[src/rtl/ir_sensor_intf_if.sv]
// ir_sensor_intf_if -- signal bundle between the IR sensor sequencer and its
// neighbours (scan enable, A2D handshake, IR readings).
//   en         scan enable into the sequencer
//   IR_en      IR emitter enable
//   strt_cnv   one-cycle A2D conversion request
//   chnnl      A2D channel, held between requests
//   cnv_cmplt  one-cycle A2D done pulse, res valid in the same cycle
//   res        12-bit A2D result
//   IR_R0..3 / IR_L0..3  right/left readings, inside out
//   IR_vld     one-cycle pulse: all 8 readings updated
// master = sequencer side, slave = environment side (A2D + consumer).
interface ir_sensor_intf_if;
  logic        en;
  logic        IR_en;
  logic        strt_cnv;
  logic [2:0]  chnnl;
  logic        cnv_cmplt;
  logic [11:0] res;
  logic [11:0] IR_R0, IR_R1, IR_R2, IR_R3;
  logic [11:0] IR_L0, IR_L1, IR_L2, IR_L3;
  logic        IR_vld;

  modport master (
    input  en, cnv_cmplt, res,
    output IR_en, strt_cnv, chnnl, IR_vld,
    output IR_R0, IR_R1, IR_R2, IR_R3, IR_L0, IR_L1, IR_L2, IR_L3
  );

  modport slave (
    output en, cnv_cmplt, res,
    input  IR_en, strt_cnv, chnnl, IR_vld,
    input  IR_R0, IR_R1, IR_R2, IR_R3, IR_L0, IR_L1, IR_L2, IR_L3
  );
endinterface

[src/rtl/ir_sensor_intf.sv]
// ir_sensor_intf -- periodic IR scan sequencer.
// Every PERIOD enabled clocks in IDLE it lights the IR emitters, waits SETTLE
// clocks, then walks the A2D through all 8 IR channels (R0,L0,R1,L1,R2,L2,R3,L3)
// and latches each result. IR_vld pulses one clock after the final capture.
// Ports:
//   clk    system clock
//   rst_n  asynchronous active-low reset
//   bus    ir_sensor_intf_if.master (en, A2D handshake, IR_en, readings, IR_vld)
// Parameters:
//   PERIOD  enabled IDLE clocks between scans
//   SETTLE  clocks IR_en is high before the first lit conversion request
// Optional build macro IR_SENSOR_AMBIENT_EN: an unlit ambient pass runs first
// and the lit readings are reported as saturating (lit - ambient).
module ir_sensor_intf #(
  parameter int PERIOD = 1048576,
  parameter int SETTLE = 4096
) (
  input  logic clk,
  input  logic rst_n,
  ir_sensor_intf_if.master bus
);
  localparam int CMAX = (PERIOD > SETTLE) ? PERIOD : SETTLE;
  localparam int CW   = $clog2(CMAX + 1);

  typedef enum logic [2:0] {ST_IDLE, ST_SETTLE, ST_CONV, ST_WAIT, ST_GAP} state_t;

  state_t      state, nxt;
  logic [CW-1:0] cnt;
  logic [2:0]  idx;
  logic [11:0] rd [8];
  logic        ir_en_q, strt_q, vld_q;
  logic [2:0]  chnnl_q;
  logic        idle_tc, settle_tc, cap, last;

`ifdef IR_SENSOR_AMBIENT_EN
  localparam logic AMB_EN = 1'b1;
  logic        amb;             // high while the unlit ambient pass runs
  logic [11:0] amb_rd [8];
`else
  localparam logic AMB_EN = 1'b0;
  localparam logic amb    = 1'b0;
`endif

  // scan index -> A2D channel
  function automatic logic [2:0] ch_map(input logic [2:0] i);
    case (i)
      3'd0: ch_map = 3'd1;
      3'd1: ch_map = 3'd0;
      3'd2: ch_map = 3'd4;
      3'd3: ch_map = 3'd2;
      3'd4: ch_map = 3'd3;
      3'd5: ch_map = 3'd7;
      3'd6: ch_map = 3'd6;
      default: ch_map = 3'd5;
    endcase
  endfunction

  assign idle_tc   = (state == ST_IDLE) && bus.en && (cnt == CW'(PERIOD - 1));
  assign settle_tc = (state == ST_SETTLE) && (cnt == CW'(SETTLE - 1));
  assign cap       = (state == ST_WAIT) && bus.cnv_cmplt;
  assign last      = cap && (idx == 3'd7);

  always_comb begin
    nxt = state;
    case (state)
      ST_IDLE:   if (idle_tc) nxt = AMB_EN ? ST_CONV : ST_SETTLE;
      ST_SETTLE: if (settle_tc) nxt = ST_CONV;
      ST_CONV:   nxt = ST_WAIT;
      // GAP gives the one idle clock between a capture and the next request
      ST_WAIT:   if (cap) nxt = !last ? ST_GAP : (amb ? ST_SETTLE : ST_IDLE);
      ST_GAP:    nxt = ST_CONV;
      default:   nxt = ST_IDLE;
    endcase
  end

  always_ff @(posedge clk or negedge rst_n) begin
    if (!rst_n) begin
      state   <= ST_IDLE;
      cnt     <= '0;
      idx     <= '0;
      ir_en_q <= 1'b0;
      strt_q  <= 1'b0;
      chnnl_q <= '0;
      vld_q   <= 1'b0;
      for (int i = 0; i < 8; i++) rd[i] <= '0;
`ifdef IR_SENSOR_AMBIENT_EN
      amb <= 1'b0;
      for (int i = 0; i < 8; i++) amb_rd[i] <= '0;
`endif
    end else begin
      state <= nxt;
      // strt_cnv is high exactly while in CONV
      strt_q <= (nxt == ST_CONV);
      if (nxt == ST_CONV) chnnl_q <= ch_map(idx);
      vld_q <= last && !amb;

      if ((state == ST_IDLE && bus.en && !idle_tc) || (state == ST_SETTLE && !settle_tc))
        cnt <= cnt + 1'b1;
      else
        cnt <= '0;

      if ((idle_tc && !AMB_EN) || (last && amb)) ir_en_q <= 1'b1;
      else if (last)                             ir_en_q <= 1'b0;

      // idx wraps 7 -> 0 so each pass starts at index 0
      if (cap) begin
        idx <= idx + 1'b1;
`ifdef IR_SENSOR_AMBIENT_EN
        if (amb) amb_rd[idx] <= bus.res;
        else     rd[idx] <= (bus.res > amb_rd[idx]) ? bus.res - amb_rd[idx] : 12'h000;
`else
        rd[idx] <= bus.res;
`endif
      end

`ifdef IR_SENSOR_AMBIENT_EN
      if (idle_tc)   amb <= 1'b1;
      else if (last) amb <= 1'b0;
`endif
    end
  end

  assign bus.IR_en    = ir_en_q;
  assign bus.strt_cnv = strt_q;
  assign bus.chnnl    = chnnl_q;
  assign bus.IR_vld   = vld_q;
  assign bus.IR_R0    = rd[0];
  assign bus.IR_L0    = rd[1];
  assign bus.IR_R1    = rd[2];
  assign bus.IR_L1    = rd[3];
  assign bus.IR_R2    = rd[4];
  assign bus.IR_L2    = rd[5];
  assign bus.IR_R3    = rd[6];
  assign bus.IR_L3    = rd[7];
endmodule

[src/flat_wrapper.sv]
// flat-port wrapper written by rule: the top's interface ports become plain ports
module ir_sensor_intf_flat 
#(
  parameter int PERIOD = 1048576,
  parameter int SETTLE = 4096
)
  (clk, rst_n, bus_en, bus_cnv_cmplt, bus_res, bus_IR_en, bus_strt_cnv, bus_chnnl, bus_IR_vld, bus_IR_R0, bus_IR_R1, bus_IR_R2, bus_IR_R3, bus_IR_L0, bus_IR_L1, bus_IR_L2, bus_IR_L3);
  ir_sensor_intf_if bus_i ();
  input  logic clk;
  input  logic rst_n;
  input wire logic [$bits(bus_i.en)-1:0] bus_en;
  input wire logic [$bits(bus_i.cnv_cmplt)-1:0] bus_cnv_cmplt;
  input wire logic [$bits(bus_i.res)-1:0] bus_res;
  output wire logic [$bits(bus_i.IR_en)-1:0] bus_IR_en;
  output wire logic [$bits(bus_i.strt_cnv)-1:0] bus_strt_cnv;
  output wire logic [$bits(bus_i.chnnl)-1:0] bus_chnnl;
  output wire logic [$bits(bus_i.IR_vld)-1:0] bus_IR_vld;
  output wire logic [$bits(bus_i.IR_R0)-1:0] bus_IR_R0;
  output wire logic [$bits(bus_i.IR_R1)-1:0] bus_IR_R1;
  output wire logic [$bits(bus_i.IR_R2)-1:0] bus_IR_R2;
  output wire logic [$bits(bus_i.IR_R3)-1:0] bus_IR_R3;
  output wire logic [$bits(bus_i.IR_L0)-1:0] bus_IR_L0;
  output wire logic [$bits(bus_i.IR_L1)-1:0] bus_IR_L1;
  output wire logic [$bits(bus_i.IR_L2)-1:0] bus_IR_L2;
  output wire logic [$bits(bus_i.IR_L3)-1:0] bus_IR_L3;
  assign bus_i.en = bus_en;
  assign bus_i.cnv_cmplt = bus_cnv_cmplt;
  assign bus_i.res = bus_res;
  assign bus_IR_en = bus_i.IR_en;
  assign bus_strt_cnv = bus_i.strt_cnv;
  assign bus_chnnl = bus_i.chnnl;
  assign bus_IR_vld = bus_i.IR_vld;
  assign bus_IR_R0 = bus_i.IR_R0;
  assign bus_IR_R1 = bus_i.IR_R1;
  assign bus_IR_R2 = bus_i.IR_R2;
  assign bus_IR_R3 = bus_i.IR_R3;
  assign bus_IR_L0 = bus_i.IR_L0;
  assign bus_IR_L1 = bus_i.IR_L1;
  assign bus_IR_L2 = bus_i.IR_L2;
  assign bus_IR_L3 = bus_i.IR_L3;
  ir_sensor_intf #(.PERIOD(PERIOD), .SETTLE(SETTLE)) u_core (.clk(clk), .rst_n(rst_n), .bus(bus_i));
endmodule
[config.mk]
export PLATFORM = sky130hd
export DESIGN_NAME = ir_sensor_intf_flat
export DESIGN_NICKNAME = d
export VERILOG_FILES = /design/src/rtl/ir_sensor_intf_if.sv /design/src/rtl/ir_sensor_intf.sv /design/src/flat_wrapper.sv
export SDC_FILE = /design/constraint.sdc
export NUM_CORES = 1
export LEC_CHECK = 0
export ABC_AREA = 1
export BUFFER_PORTS_ARGS = -buffer_cell sky130_fd_sc_hd__buf_2
export CAP_MARGIN = 20
export CELL_PAD_IN_SITES_DETAIL_PLACEMENT = 2
export CELL_PAD_IN_SITES_GLOBAL_PLACEMENT = 2
export CORE_MARGIN = 4
export CORE_UTILIZATION = 36
export CTS_BUF_LIST = sky130_fd_sc_hd__clkbuf_4
export DETAILED_ROUTE_END_ITERATION = 16
export GPL_TIMING_DRIVEN = 0
export PLACE_DENSITY = 0.87
export SLEW_MARGIN = 20
export SYNTH_ARGS = -nofsm -noshare
export SYNTH_HDL_FRONTEND = slang
export SYNTH_SLANG_ARGS = --single-unit
[constraint.sdc]
create_clock -name clk -period 3.63 [get_ports clk]
set_input_delay 0.726 -clock clk [delete_from_list [all_inputs] [get_ports clk]]
set_output_delay 0.726 -clock clk [all_outputs]
set_load 0.02 [all_outputs]
After elaboration in Yosys (flattened, before gate mapping)
Index checks and enable logic that the tools add are counted.

$add $sub $neg: 2. Multipliers: 0. Div/mod/pow operators: 0. $lt $le $gt $ge: 2. Eq/ne operators: 14. Shift operators: 0. Muxes and demuxes: 12. Bitwise operators: 1. Reductions and logical operators: 14.

Operator list (count): bitwise mux 96 bit (1); demux 12 bit (select 3 bit) (1); adder 21 x 1 -> 21 bit (second input constant) (1); equality test 21 x 12 -> 1 bit (second input constant) (1); equality test 21 x 20 -> 1 bit (second input constant) (1); 2-to-1 mux 21 bit (1); one-hot mux 3 bit (7 select lines) (1); equality test 3 x 2 -> 1 bit (second input constant) (5); equality test 3 bit (second input constant) (5); one-hot mux 3 bit (5 select lines) (1); 2-to-1 mux 12 bit (1); 2-to-1 mux 3 bit (4); logical AND 1 bit (8); equality test 3 x 1 -> 1 bit (second input constant) (2); zero test 3 bit (2); greater-or-equal comparator 4 bit (second input constant) (1); less-than comparator 4 x 1 -> 1 bit (second input constant) (1); inverter 3 -> 4 bit (1); adder 3 x 1 -> 3 bit (second input constant) (1); zero test 1 bit (2); 2-to-1 mux 1 bit (2); nonzero test 2 bit (1); logical OR 1 bit (1).

Bits in registers: 129. Latch bits: 0. Memory bits (writable): 0. ROM bits: 0. Output and inout bits: 102. Memories: 0.

Longest topological paths before layout
Gate-level depths: netlist of run 1.

Depth after elaboration: 7. Depth in mapped cells: 12. Mapped depth without buffers: 12.

Worst setup path after synthesis of run 1
No wires, ideal clock.

Kind: input to register. From: in bus_cnv_cmplt. To: reg u_core.rd (netlist bit u_core.bus.IR_L2[3]). Library setup time: 128 ps. Arrival time: 1590 ps. Data required time: 3502 ps. Slack: 1912 ps. Stages on the path: 7. Buffers on the path: 2. Cells stage by stage: nand2_1 > nor3_4 > buf_6 > nand4_4 > buf_2 > nand2_1 > o21ai_0.

Longest elaborated chain between the ends: 1.

RTL lines: start: declaration (line flat_wrapper.sv:12) `input wire logic [$bits(bus_i.cnv_cmplt)-1:0] bus_cnv_cmplt;`; logical AND 1 bit (line ir_sensor_intf.sv:60) `assign cap = (state == ST_WAIT) && bus.cnv_cmplt;`; end signal: indexed assignment (line ir_sensor_intf.sv:112) `rd[idx] <= bus.res;`; end: declaration (line ir_sensor_intf.sv:30) `logic [11:0] rd [8];`.

No other way between the ends. A chain may end at the register's enable or synchronous reset.

Worst setup path in the final report of run 1
From: reg u_core.cnt[0]. To: reg u_core.cnt[18].

Longest elaborated chain between the ends: 6.

RTL lines: start: declaration (line ir_sensor_intf.sv:28) `logic [CW-1:0] cnt;`; start signal: assignment (line ir_sensor_intf.sv:98) `cnt <= cnt + 1'b1;`; parallel branches: the longest is 5 deep, another holds adder 21 x 1 -> 21 bit; 2-to-1 mux 21 bit (*) (line ir_sensor_intf.sv:97) `if ((state == ST_IDLE && bus.en && !idle_tc) || (state == ST_SETTLE && !settle_tc))`.

Every way passes the cells marked *.

==> metrics.md, run 1 <==
| Metric | Value |
|---|---|
| Die Wd | `approximately 130 um` |
| Crit path DAT | `2650 ps` |
| Number of routed nets with antenna violations | `0` |
| Die area | `0.01672 sq mm` |
| Most common cell after layout, fill and taps aside | `nand2_1` |
| # resized after CTS | `0` |
| CP Buf/Inv Count | `3` |
| Post-DP HPWL | `13160 um` |
| CTS sink cnt | `between 100 and 150` |
| RSZ-0062 raised after global routing | `no` |
| Yosys warns | `0` |
| Die height | `approximately 130 um` |
| GRT overflow | `0` |
| Port bufs | `between 100 and 150` |
| DP Worst Slack | `between 1000 and 1500 ps` |
| Yosys reg bits | `129` |
| Final Hold Viols | `0` |
| Leakage power | `0.003344 uW` |
| Crit-path max cell delay | `510 ps` |
| Drt wl/cell | `between 20 and 25 um` |
| Crit. End Element | `flip-flop` |
| Hold-fix buffers, CTS | `1` |
| Period utilization | `roughly three fifths` |
| CTS Buffer Depth | `2` |
| Cells after Synth | `554` |
| Setup Skew | `slightly below 30 ps` |
| H-tree levels | `4` |
| Setup Fix Bufs, Post-CTS | `0` |
| Initial Util | `between 30% and 40%` |
| Vias in the first global route | `5229` |
| Setup WS post-layout | `1421 ps` |
| Nets | `714` |
| Clk_lat worst skew | `between 500 and 600 ps` |
| Slew Limit Fails | `0` |
| Peak VDD IR | `between 0.0003 and 0.0004 V` |
| Distinct cell type count after synthesis | `28` |
| Worst path required time | `about 4000 ps` |
| First-pass detailed-route iteration total | `4` |
| Routed vias/inst | `approximately 5.1` |
| Core Region | `around 0.014 sq mm` |
| Drt total wl | `around 18000 um` |
| PwrDens | `788.1 mW/mm^2` |
| Initial antenna violation count | `1` |
| Max-cap viol count | `0` |
| # placed instances | `between 800 and 900` |
| Flip-flop and latch area | `approximately 0.0032 sq mm` |
| Gr usage total | `between 20% and 30%` |
| Via count | `between 4000 and 5000` |
| DR iter-0 viols | `about 200` |
| Critical path startpoint category | `flip-flop` |
| CTS Root Buffer Type | `clkbuf_4` |
| Synthesized cell area | `roughly 0.0053 sq mm` |
| Area added between synthesis and finish | `22.44%` |
| CTS buffer count | `17` |
| Slowest cell on crit path | `dfrtp_1` |
| Worst Hold Class | `reg2reg` |
| Clk slew on worst S/H paths | `around 130 ps` |
| Final std cells w/o fill | `890` |
| Mean Syn Cell Area | `about 9.6 sq um` |
| Measured slew at the worst slew-check pin | `487.9 ps` |
| Largest net degree at the start of global routing | `89` |
| Status | `finished, final reports clean` |
| Critical path class | `reg2reg` |
| Synth Net Count | `between 500 and 600` |
| Relative slew slack | `between 60% and 70%` |
| CTS tree | `done` |
| Commonest non-fill, non-tap cells in the layout | `nand2_1, dfrtp_1, buf_2, o21ai_0, nor2_1` |
| Final min period | `between 2000 and 2500 ps` |
| Worst hold slack | `493.1 ps` |
| Total power | `roughly 5000 uW` |
| Layout filler cell count | `1600` |
| DRC violations left | `0` |
| Sequential area share after synthesis | `between 60% and 70%` |
| Final setup violation count | `0` |
| Critical Path, Cell by Cell | `ha_1 -> nand2_1 -> nor2_1 -> nand2_2 -> inv_1 -> nand3_1 -> nand2_1 -> nand2_2 -> inv_2 -> buf_6 -> nor2_1` |
| Share of post-route cells with drive strength above 1 | `about a quarter` |
| Achievable Freq | `0.4527 GHz` |
| Row count | `between 40 and 50` |
| Setup TNS Final | `0 ps` |
| Max FO, Critical Path | `10` |
| Gp weighted congestion | `about 0.8` |
| I/O pins | `118` |
| First-pass GRT wire length | `just under 30000 um` |
| CP delay by family, top | `simple AND/OR/NAND/NOR gates` |
| Area of the multi-input gates | `0.001798 sq mm` |
[power by group]
group	internal, uW	switching [uW]
clock	499	648
combinational	536	1270
sequential	1850	307
total	2890	2220
[worst reg2reg max path: cells and delay by family (launching register included)]
family / cells / cell delay, ps
buffers and inverters: 3 / 540
adders and majority gates: 1 / 290
DFF: 1 / 510
and+or+nand+nor: 7 / 760
[synthesized netlist by cell type, drive strengths merged]
library cell  count  share of area, %
nand2           147                11
and2              1              0.12
dfrtp           129                61
nor2             49               3.7
nor3             12               1.4
o21ai           104               9.8
xnor2             5              0.83
a21oi             4              0.38
clkbuf            6              0.47
buf              14               2.0
nor3b             1              0.14
inv              37               2.6
nand4             9               1.6
xor2              8               1.3
ha                6               1.4
nor4              1              0.12
nand3            21               2.5
[path summary, 6_finish.rpt]
| check | from | to | slack, ps | cells after the start |
|---|---|---|---|---|
| min in group asynchronous | rst_n | u_core.bus.IR_L3[3] | 620 | 2 |
| max reg2reg | u_core.cnt[0] | u_core.cnt[18] | 1420 | 11 |
| min reg2reg | u_core.bus.chnnl[0] | u_core.bus.chnnl[0] | 490 | 2 |
| max in group asynchronous | rst_n | u_core.bus.strt_cnv | 2230 | 3 |
| max | u_core.cnt[0] | u_core.cnt[18] | 1420 | 11 |
| min | u_core.bus.chnnl[0] | u_core.bus.chnnl[0] | 490 | 2 |
[logic make-up after synthesis]
| logic type | after synthesis | share of synthesized area, % |
|---|---|---|
| adders and majority gates | 6 | 1.417 |
| buffers and inverters | 57 | 5.125 |
| and+or+nand+nor | 241 | 20.17 |
| xor gates and xnor gates | 13 | 2.149 |
| AOI/OAI and AO/OA | 108 | 10.20 |
| DFF | 129 | 60.94 |
[metal layers]
| metal | global-route usage (%) | vias to the layer above | wire length [um] |
|---|---|---|---|
| met1 | 27.33 | 2364 | 7211 |
| met3 | 7.873 | 18 | 1061 |
| met2 | 40.91 | 107 | 9748 |
| li1 | - | 2073 | - |
| met4 | 6.177 | 0 | 268 |
| met5 | 0 | - | 0 |
[metrics by stage]
stage          utilization, %  area [sq um]
2_1_floorplan               -          5298
3_3_place_gp            42.22          6113
3_5_place_dp            42.48          6151
4_1_cts                 44.78          6484
5_1_grt                 44.80          6486
6_report                44.80          6486
[sequential cells by signal, indices dropped and copies added (netlist names)]
register	cells
u_core.bus.strt_cnv	1
u_core.bus.IR_R2	12
u_core.bus.IR_L0	12
u_core.bus.IR_L1	12
u_core.bus.IR_L3	12
u_core.bus.IR_en	1
u_core.cnt	21
u_core.bus.IR_vld	1
u_core.bus.chnnl	3
u_core.bus.IR_R0	12
u_core.bus.IR_R1	12
u_core.bus.IR_R3	12
u_core.idx	3
u_core.bus.IR_L2	12
u_core.state	3
[final cells by class]
| class | count | area share, % |
|---|---|---|
| multi-input cells | 368 | 27.72 |
| flip-flops and latches | 129 | 49.77 |
| plain buffers | 20 | 2.045 |
| well taps | 184 | 3.549 |
| clock inverters | 15 | 3.009 |
| inverters | 37 | 2.141 |
| diodes | 1 | 0.03858 |
| clock buffers | 17 | 1.968 |
| repair buffers | 119 | 9.761 |
Note: power is estimated with default switching activity, not from simulation.
==> run 2, diff against run 1 <==
Settings changed: CORE_UTILIZATION 36 to 34, PLACE_DENSITY 0.87 to 0.83.
Clock period 3.63 ns to 2.31 ns, I/O delays scaled along.
==> metrics.md, run 2 (synthesized netlist as in run 1, its figures left out) <==
| Metric | Value |
|---|---|
| Status | `finished, final reports clean (unchanged)` |
| Peak VDD IR | `0.0007140 V (was 0.0003878 V)` |
| Total power | `7954 uW (was 5112 uW)` |
| CTS Buffer Depth | `2 (unchanged)` |
| Number of routed nets with antenna violations | `0 (unchanged)` |
| DRC violations left | `0 (unchanged)` |
| Period utilization | `90.01% (was 60.86%)` |
| Initial antenna violation count | `0 (was 1)` |
| Max FO, Critical Path | `10 (unchanged)` |
| Relative slew slack | `66.57% (was 67.47%)` |
| Final setup violation count | `0 (unchanged)` |
| Critical path class | `reg2reg (unchanged)` |
| Area of the multi-input gates | `0.001798 sq mm (unchanged)` |
| Clk slew on worst S/H paths | `110 ps (was 130 ps)` |
| Share of post-route cells with drive strength above 1 | `25.53% (unchanged)` |
| Worst path required time | `2730 ps (was 4070 ps)` |
| DP Worst Slack | `93.22 ps (was 1410 ps)` |
| Slowest cell on crit path | `dfrtp_2 (was dfrtp_1)` |
| Final min period | `2079 ps (was 2209 ps)` |
| Layout filler cell count | `1660 (was 1600)` |
| Final std cells w/o fill | `916 (was 890)` |
| Core Region | `0.01526 sq mm (was 0.01448 sq mm)` |
| Port bufs | `117 (unchanged)` |
| CTS Root Buffer Type | `clkbuf_4 (unchanged)` |
| Drt total wl | `17170 um (was 18290 um)` |
| DR iter-0 viols | `167 (was 205)` |
| Commonest non-fill, non-tap cells in the layout | `nand2_1, dfrtp_1, buf_2, o21ai_0, nor2_1 (unchanged)` |
| Largest net degree at the start of global routing | `69 (was 89)` |
| # placed instances | `883 (was 856)` |
| GRT overflow | `0 (unchanged)` |
| CP Buf/Inv Count | `3 (unchanged)` |
| Max-cap viol count | `0 (unchanged)` |
| RSZ-0062 raised after global routing | `no (unchanged)` |
| N_diodes | `0 (was 1)` |
| Crit path DAT | `2500 ps (was 2650 ps)` |
| Leakage power | `0.003345 uW (was 0.003344 uW)` |
| Most common cell after layout, fill and taps aside | `nand2_1 (unchanged)` |
| Row count | `45 (was 44)` |
| Measured slew at the worst slew-check pin | `501.4 ps (was 487.9 ps)` |
| First-pass GRT wire length | `28040 um (was 29530 um)` |
| First-pass detailed-route iteration total | `4 (unchanged)` |
| Die height | `132.8 um (was 129.3 um)` |
| Setup TNS Final | `0 ps (unchanged)` |
| Setup WS post-layout | `230.9 ps (was 1421 ps)` |
| Crit. End Element | `flip-flop (unchanged)` |
| Worst Hold Class | `in2reg (was reg2reg)` |
| Gr usage total | `20.36% (was 23.29%)` |
| Via count | `4429 (was 4562)` |
| Die Wd | `132.8 um (was 129.3 um)` |
| Area added between synthesis and finish | `23.31% (was 22.44%)` |
| Final Hold Viols | `0 (unchanged)` |
| H-tree levels | `4 (unchanged)` |
| Fin util | `42.81% (was 44.80%)` |
| Drt wl/cell | `18.75 um (was 20.55 um)` |
| Setup Skew | `14.42 ps (was 28.91 ps)` |
| Setup Fix Bufs, Post-CTS | `0 (unchanged)` |
| Slew Limit Fails | `0 (unchanged)` |
| CTS tree | `done (unchanged)` |
| PwrDens | `1218 mW/mm^2 (was 788.1 mW/mm^2)` |
| Critical Path, Cell by Cell | `ha_1 -> nand2_1 -> nor2_1 -> nand2_2 -> inv_1 -> nand3_1 -> nand2_1 -> nand2_2 -> inv_4 -> buf_6 -> nor2_1 (was ha_1 -> nand2_1 -> nor2_1 -> nand2_2 -> inv_1 -> nand3_1 -> nand2_1 -> nand2_2 -> inv_2 -> buf_6 -> nor2_1)` |
| Initial Util | `34.72% (was 36.59%)` |
| Flip-flop and latch area | `0.003229 sq mm (was 0.003228 sq mm)` |
| Achievable Freq | `0.4810 GHz (was 0.4527 GHz)` |
| CTS buffer count | `17 (unchanged)` |
| CTS sink cnt | `129 (unchanged)` |
| Die area | `0.01764 sq mm (was 0.01672 sq mm)` |
| Largest register FFs | `21 (unchanged)` |
| Critical path startpoint category | `flip-flop (unchanged)` |
| Routed vias/inst | `4.835 (was 5.126)` |
| Post-DP HPWL | `12870 um (was 13160 um)` |
| Top reg by flops | `u_core.cnt (unchanged)` |
| Gp weighted congestion | `0.8316 (was 0.8184)` |
| Vias in the first global route | `5083 (was 5229)` |
| Nets | `714 (unchanged)` |
| Clk_lat worst skew | `530 ps (was 560 ps)` |
| I/O pins | `118 (unchanged)` |
| CP delay by family, top | `simple AND/OR/NAND/NOR gates (unchanged)` |
| Crit-path max cell delay | `450 ps (was 510 ps)` |
[run 2: worst paths after layout]
| kind | startpoint | end | slack, ps | cells after the start |
|---|---|---|---|---|
| worst max-delay path | u_core.cnt[0] | u_core.cnt[18] | 230 | 11 |
| worst min-delay path | bus_en | u_core.bus.IR_en | 310 | 3 |
| worst max register to register | u_core.cnt[0] | u_core.cnt[18] | 230 | 11 |
| worst min register to register | u_core.bus.IR_L3[10] | u_core.bus.IR_L3[10] | 500 | 2 |
| max in group asynchronous | rst_n | u_core.bus.IR_L0[6] | 1150 | 3 |
| min in group asynchronous | rst_n | u_core.cnt[8] | 450 | 2 |
[run 2: timing repair]
item,4_1_cts,5_1_grt
hold buffers,1,0
gates resized for setup,0,2
endpoints found under the hold margin,61,0
setup endpoints to repair,0,12
[run 2: metal layers]
layer | wire length, um | track usage [%]
met5 | 0 | 0
met1 | 7142 | 24.28
met2 | 8955 | 36.09
met4 | 176 | 3.868
met3 | 899 | 6.730
[run 2: worst reg2reg max path, cell delays in order (launching register included)]
cell and delay (ps):
dfrtp_2 450, ha_1 260, nand2_1 120, nor2_1 150
nand2_2 120, inv_1 160, nand3_1 130, nand2_1 90
nand2_2 110, inv_4 140, buf_6 170, nor2_1 60
[run 2: cell type report]
class	instances	share of cell area, %
sequential	129	49.43
multi-input combinational	368	27.52
timing repair buffer	119	9.692
tap	211	4.041
clock inverter	15	3.160
inverter	37	2.164
buffer	20	2.030
clock buffer	17	1.954
[run 2: where the power goes]
part	internal [uW]	leakage, uW	total (uW)	switching (uW)
sequential	2920	0.00176	3400	484
combinational	844	0.00142	2780	1930
clock	872	0.000169	1780	906
total	4630	0.00334	7950	3320
[run 2: per-stage QoR]
step | instance area [sq um] | hold WS [ps]
final | 6533 | 307.8
after global routing | 6533 | 258.3
after CTS | 6529 | 265.1
after detailed placement | 6185 | 441.1
after global placement | 6147 | 457.6
after floorplan | 5298 | 166.4
==> run 3, diff against run 2 <==
Settings changed: PLACE_DENSITY 0.83 to default, PLACE_DENSITY_LB_ADDON from default to 0.1.
==> metrics.md, run 3 (synthesized netlist as in run 1, its figures left out) <==
| Metric | Value |
|---|---|
| Largest net degree at the start of global routing | `85 (was 69)` |
| Relative slew slack | `68.70% (was 66.57%)` |
| CTS Buffer Depth | `2 (unchanged)` |
| Crit. End Element | `flip-flop (unchanged)` |
| Period utilization | `89.97% (was 90.01%)` |
| Seq pwr share | `42.9% (was 42.8%)` |
| Die Wd | `132.8 um (unchanged)` |
| DP Worst Slack | `126.5 ps (was 93.22 ps)` |
| CP delay by family, top | `simple AND/OR/NAND/NOR gates (unchanged)` |
| Max FO, Critical Path | `10 (unchanged)` |
| Status | `finished, final reports clean (unchanged)` |
| Die area | `0.01764 sq mm (unchanged)` |
| P_int | `4631 uW (was 4633 uW)` |
| # placed instances | `883 (unchanged)` |
| H-tree levels | `4 (unchanged)` |
| Drt wl/cell | `18.34 um (was 18.75 um)` |
| Largest register FFs | `21 (unchanged)` |
| Setup WS post-layout | `231.8 ps (was 230.9 ps)` |
| Clk slew on worst S/H paths | `120 ps (was 110 ps)` |
| RSZ-0062 raised after global routing | `no (unchanged)` |
| Vias in the first global route | `5172 (was 5083)` |
| Critical path class | `reg2reg (unchanged)` |
| Comb power frac | `34.5% (was 34.9%)` |
| Initial antenna violation count | `1 (was 0)` |
| DRC violations left | `0 (unchanged)` |
| Row count | `45 (unchanged)` |
| PwrDens | `1217 mW/mm^2 (was 1218 mW/mm^2)` |
| Slowest cell on crit path | `dfrtp_2 (unchanged)` |
| Psw | `3317 uW (was 3321 uW)` |
| DR iter-0 viols | `147 (was 167)` |
| Finished Cell Area | `0.006533 sq mm (unchanged)` |
| First-pass GRT wire length | `27750 um (was 28040 um)` |
| Setup Skew | `15.80 ps (was 14.42 ps)` |
| CTS buffer count | `17 (unchanged)` |
| Setup TNS Final | `0 ps (unchanged)` |
| CTS sink cnt | `129 (unchanged)` |
| Leakage power | `0.003351 uW (was 0.003345 uW)` |
| Achievable Freq | `0.4812 GHz (was 0.4810 GHz)` |
| Slew Limit Fails | `0 (unchanged)` |
| Sw Share | `41.73% (was 41.75%)` |
| Via count | `4451 (was 4429)` |
| Measured slew at the worst slew-check pin | `469.6 ps (was 501.4 ps)` |
| Area added between synthesis and finish | `23.31% (unchanged)` |
| Gr usage total | `20.12% (was 20.36%)` |
| Crit-path max cell delay | `460 ps (was 450 ps)` |
| Flip-flop and latch area | `0.003229 sq mm (unchanged)` |
| Number of routed nets with antenna violations | `0 (unchanged)` |
| Commonest non-fill, non-tap cells in the layout | `nand2_1, dfrtp_1, buf_2, o21ai_0, nor2_1 (unchanged)` |
| Critical Path, Cell by Cell | `ha_1 -> nand2_1 -> nor2_1 -> nand2_2 -> inv_1 -> nand3_1 -> nand2_1 -> nand2_2 -> inv_2 -> buf_6 -> nor2_1 (was ha_1 -> nand2_1 -> nor2_1 -> nand2_2 -> inv_1 -> nand3_1 -> nand2_1 -> nand2_2 -> inv_4 -> buf_6 -> nor2_1)` |
| Peak VDD IR | `0.0004928 V (was 0.0007140 V)` |
| Final setup violation count | `0 (unchanged)` |
| Die height | `132.8 um (unchanged)` |
| Drt total wl | `16820 um (was 17170 um)` |
| Clk_lat worst skew | `550 ps (was 530 ps)` |
| Crit path DAT | `2510 ps (was 2500 ps)` |
| Max-cap viol count | `0 (unchanged)` |
| DP Area | `0.006185 sq mm (unchanged)` |
| Port bufs | `117 (unchanged)` |
| Critical path startpoint category | `flip-flop (unchanged)` |
| Fin util | `42.81% (unchanged)` |
| CTS Root Buffer Type | `clkbuf_4 (unchanged)` |
| Nets | `714 (unchanged)` |
| Worst path required time | `2740 ps (was 2730 ps)` |
| Layout filler cell count | `1726 (was 1660)` |
| Final std cells w/o fill | `917 (was 916)` |
| Worst Hold Class | `in2reg (unchanged)` |
| Most common cell after layout, fill and taps aside | `nand2_1 (unchanged)` |
| Initial Util | `34.72% (unchanged)` |
| First-pass detailed-route iteration total | `4 (unchanged)` |
| Final Hold Viols | `0 (unchanged)` |
| Area of the multi-input gates | `0.001798 sq mm (unchanged)` |
| I/O pins | `118 (unchanged)` |
| Post-DP HPWL | `12500 um (was 12870 um)` |
| Share of post-route cells with drive strength above 1 | `25.53% (unchanged)` |
| Final min period | `2078 ps (was 2079 ps)` |
| CP Buf/Inv Count | `3 (unchanged)` |
| Core Region | `0.01526 sq mm (unchanged)` |
| Clock Power Share | `22.7% (was 22.4%)` |
| Gp weighted congestion | `0.8185 (was 0.8316)` |
| CTS tree | `done (unchanged)` |
| GRT overflow | `0 (unchanged)` |
| Top reg by flops | `u_core.cnt (unchanged)` |
| Routed vias/inst | `4.854 (was 4.835)` |
-- run 3: worst paths after layout --
| kind | from | endpoint | depth (start not counted) | slack, ps |
|---|---|---|---|---|
| max in group asynchronous | rst_n | u_core.idx[0] | 3 | 1160 |
| worst min-delay path | bus_en | u_core.bus.IR_en | 3 | 260 |
| worst max register to register | u_core.cnt[0] | u_core.cnt[16] | 11 | 230 |
| worst max-delay path | u_core.cnt[0] | u_core.cnt[16] | 11 | 230 |
| worst min register to register | u_core.bus.IR_R1[3] | u_core.bus.IR_R1[3] | 2 | 500 |
| min in group asynchronous | rst_n | u_core.cnt[9] | 2 | 400 |
-- run 3: cell type report --
class | instances | area share [%]
sequential | 129 | 49.43
multi-input combinational | 368 | 27.52
timing repair buffer | 119 | 9.692
tap | 211 | 4.041
clock inverter | 15 | 3.160
inverter | 37 | 2.126
buffer | 20 | 2.030
clock buffer | 17 | 1.954
antenna | 1 | 0.03831
-- run 3: timing repair --
action                                  4_1_cts  5_1_grt
gates resized for setup                       0        1
endpoints found under the setup margin        0       13
hold endpoints to repair                     45        0
hold buffers                                  1        0
buffers inserted                              0        0
-- run 3: power by group through the flow --
stage	logic (uW)	registers (uW)	clock network, uW
after floorplan	937	4070	0
after global placement	2640	3390	0
after detailed placement	2790	3440	0
after CTS	2810	3410	1860
after global routing	3040	3490	1980
final	2740	3410	1800
-- run 3: per-layer routing --
layer  track usage [%]  up-vias  routed length [um]
met3             5.970       16                 966
met5                 0        -                   0
li1                  -     2083                   -
met1             23.22     2258                6735
met4             5.889        0                 226
met2             36.03       94                8890
-- run 3: per-stage QoR --
| step | hold slack, ps | power [uW] |
|---|---|---|
| CTS | 208.2 | 8082 |
| finish | 263.5 | 7948 |
| global route | 251.2 | 8514 |
| detailed placement | 386.5 | 6227 |
| floorplan | 166.4 | 5005 |
| global placement | 457.7 | 6032 |
-- run 3: worst register-to-register path, stage by stage, from the launching register on --
cell and delay [ps]:
dfrtp_2 460, ha_1 250, nand2_1 110, nor2_1 130, nand2_2 120, inv_1 170, nand3_1 130, nand2_1 90
nand2_2 80, inv_2 190, buf_6 190, nor2_1 50
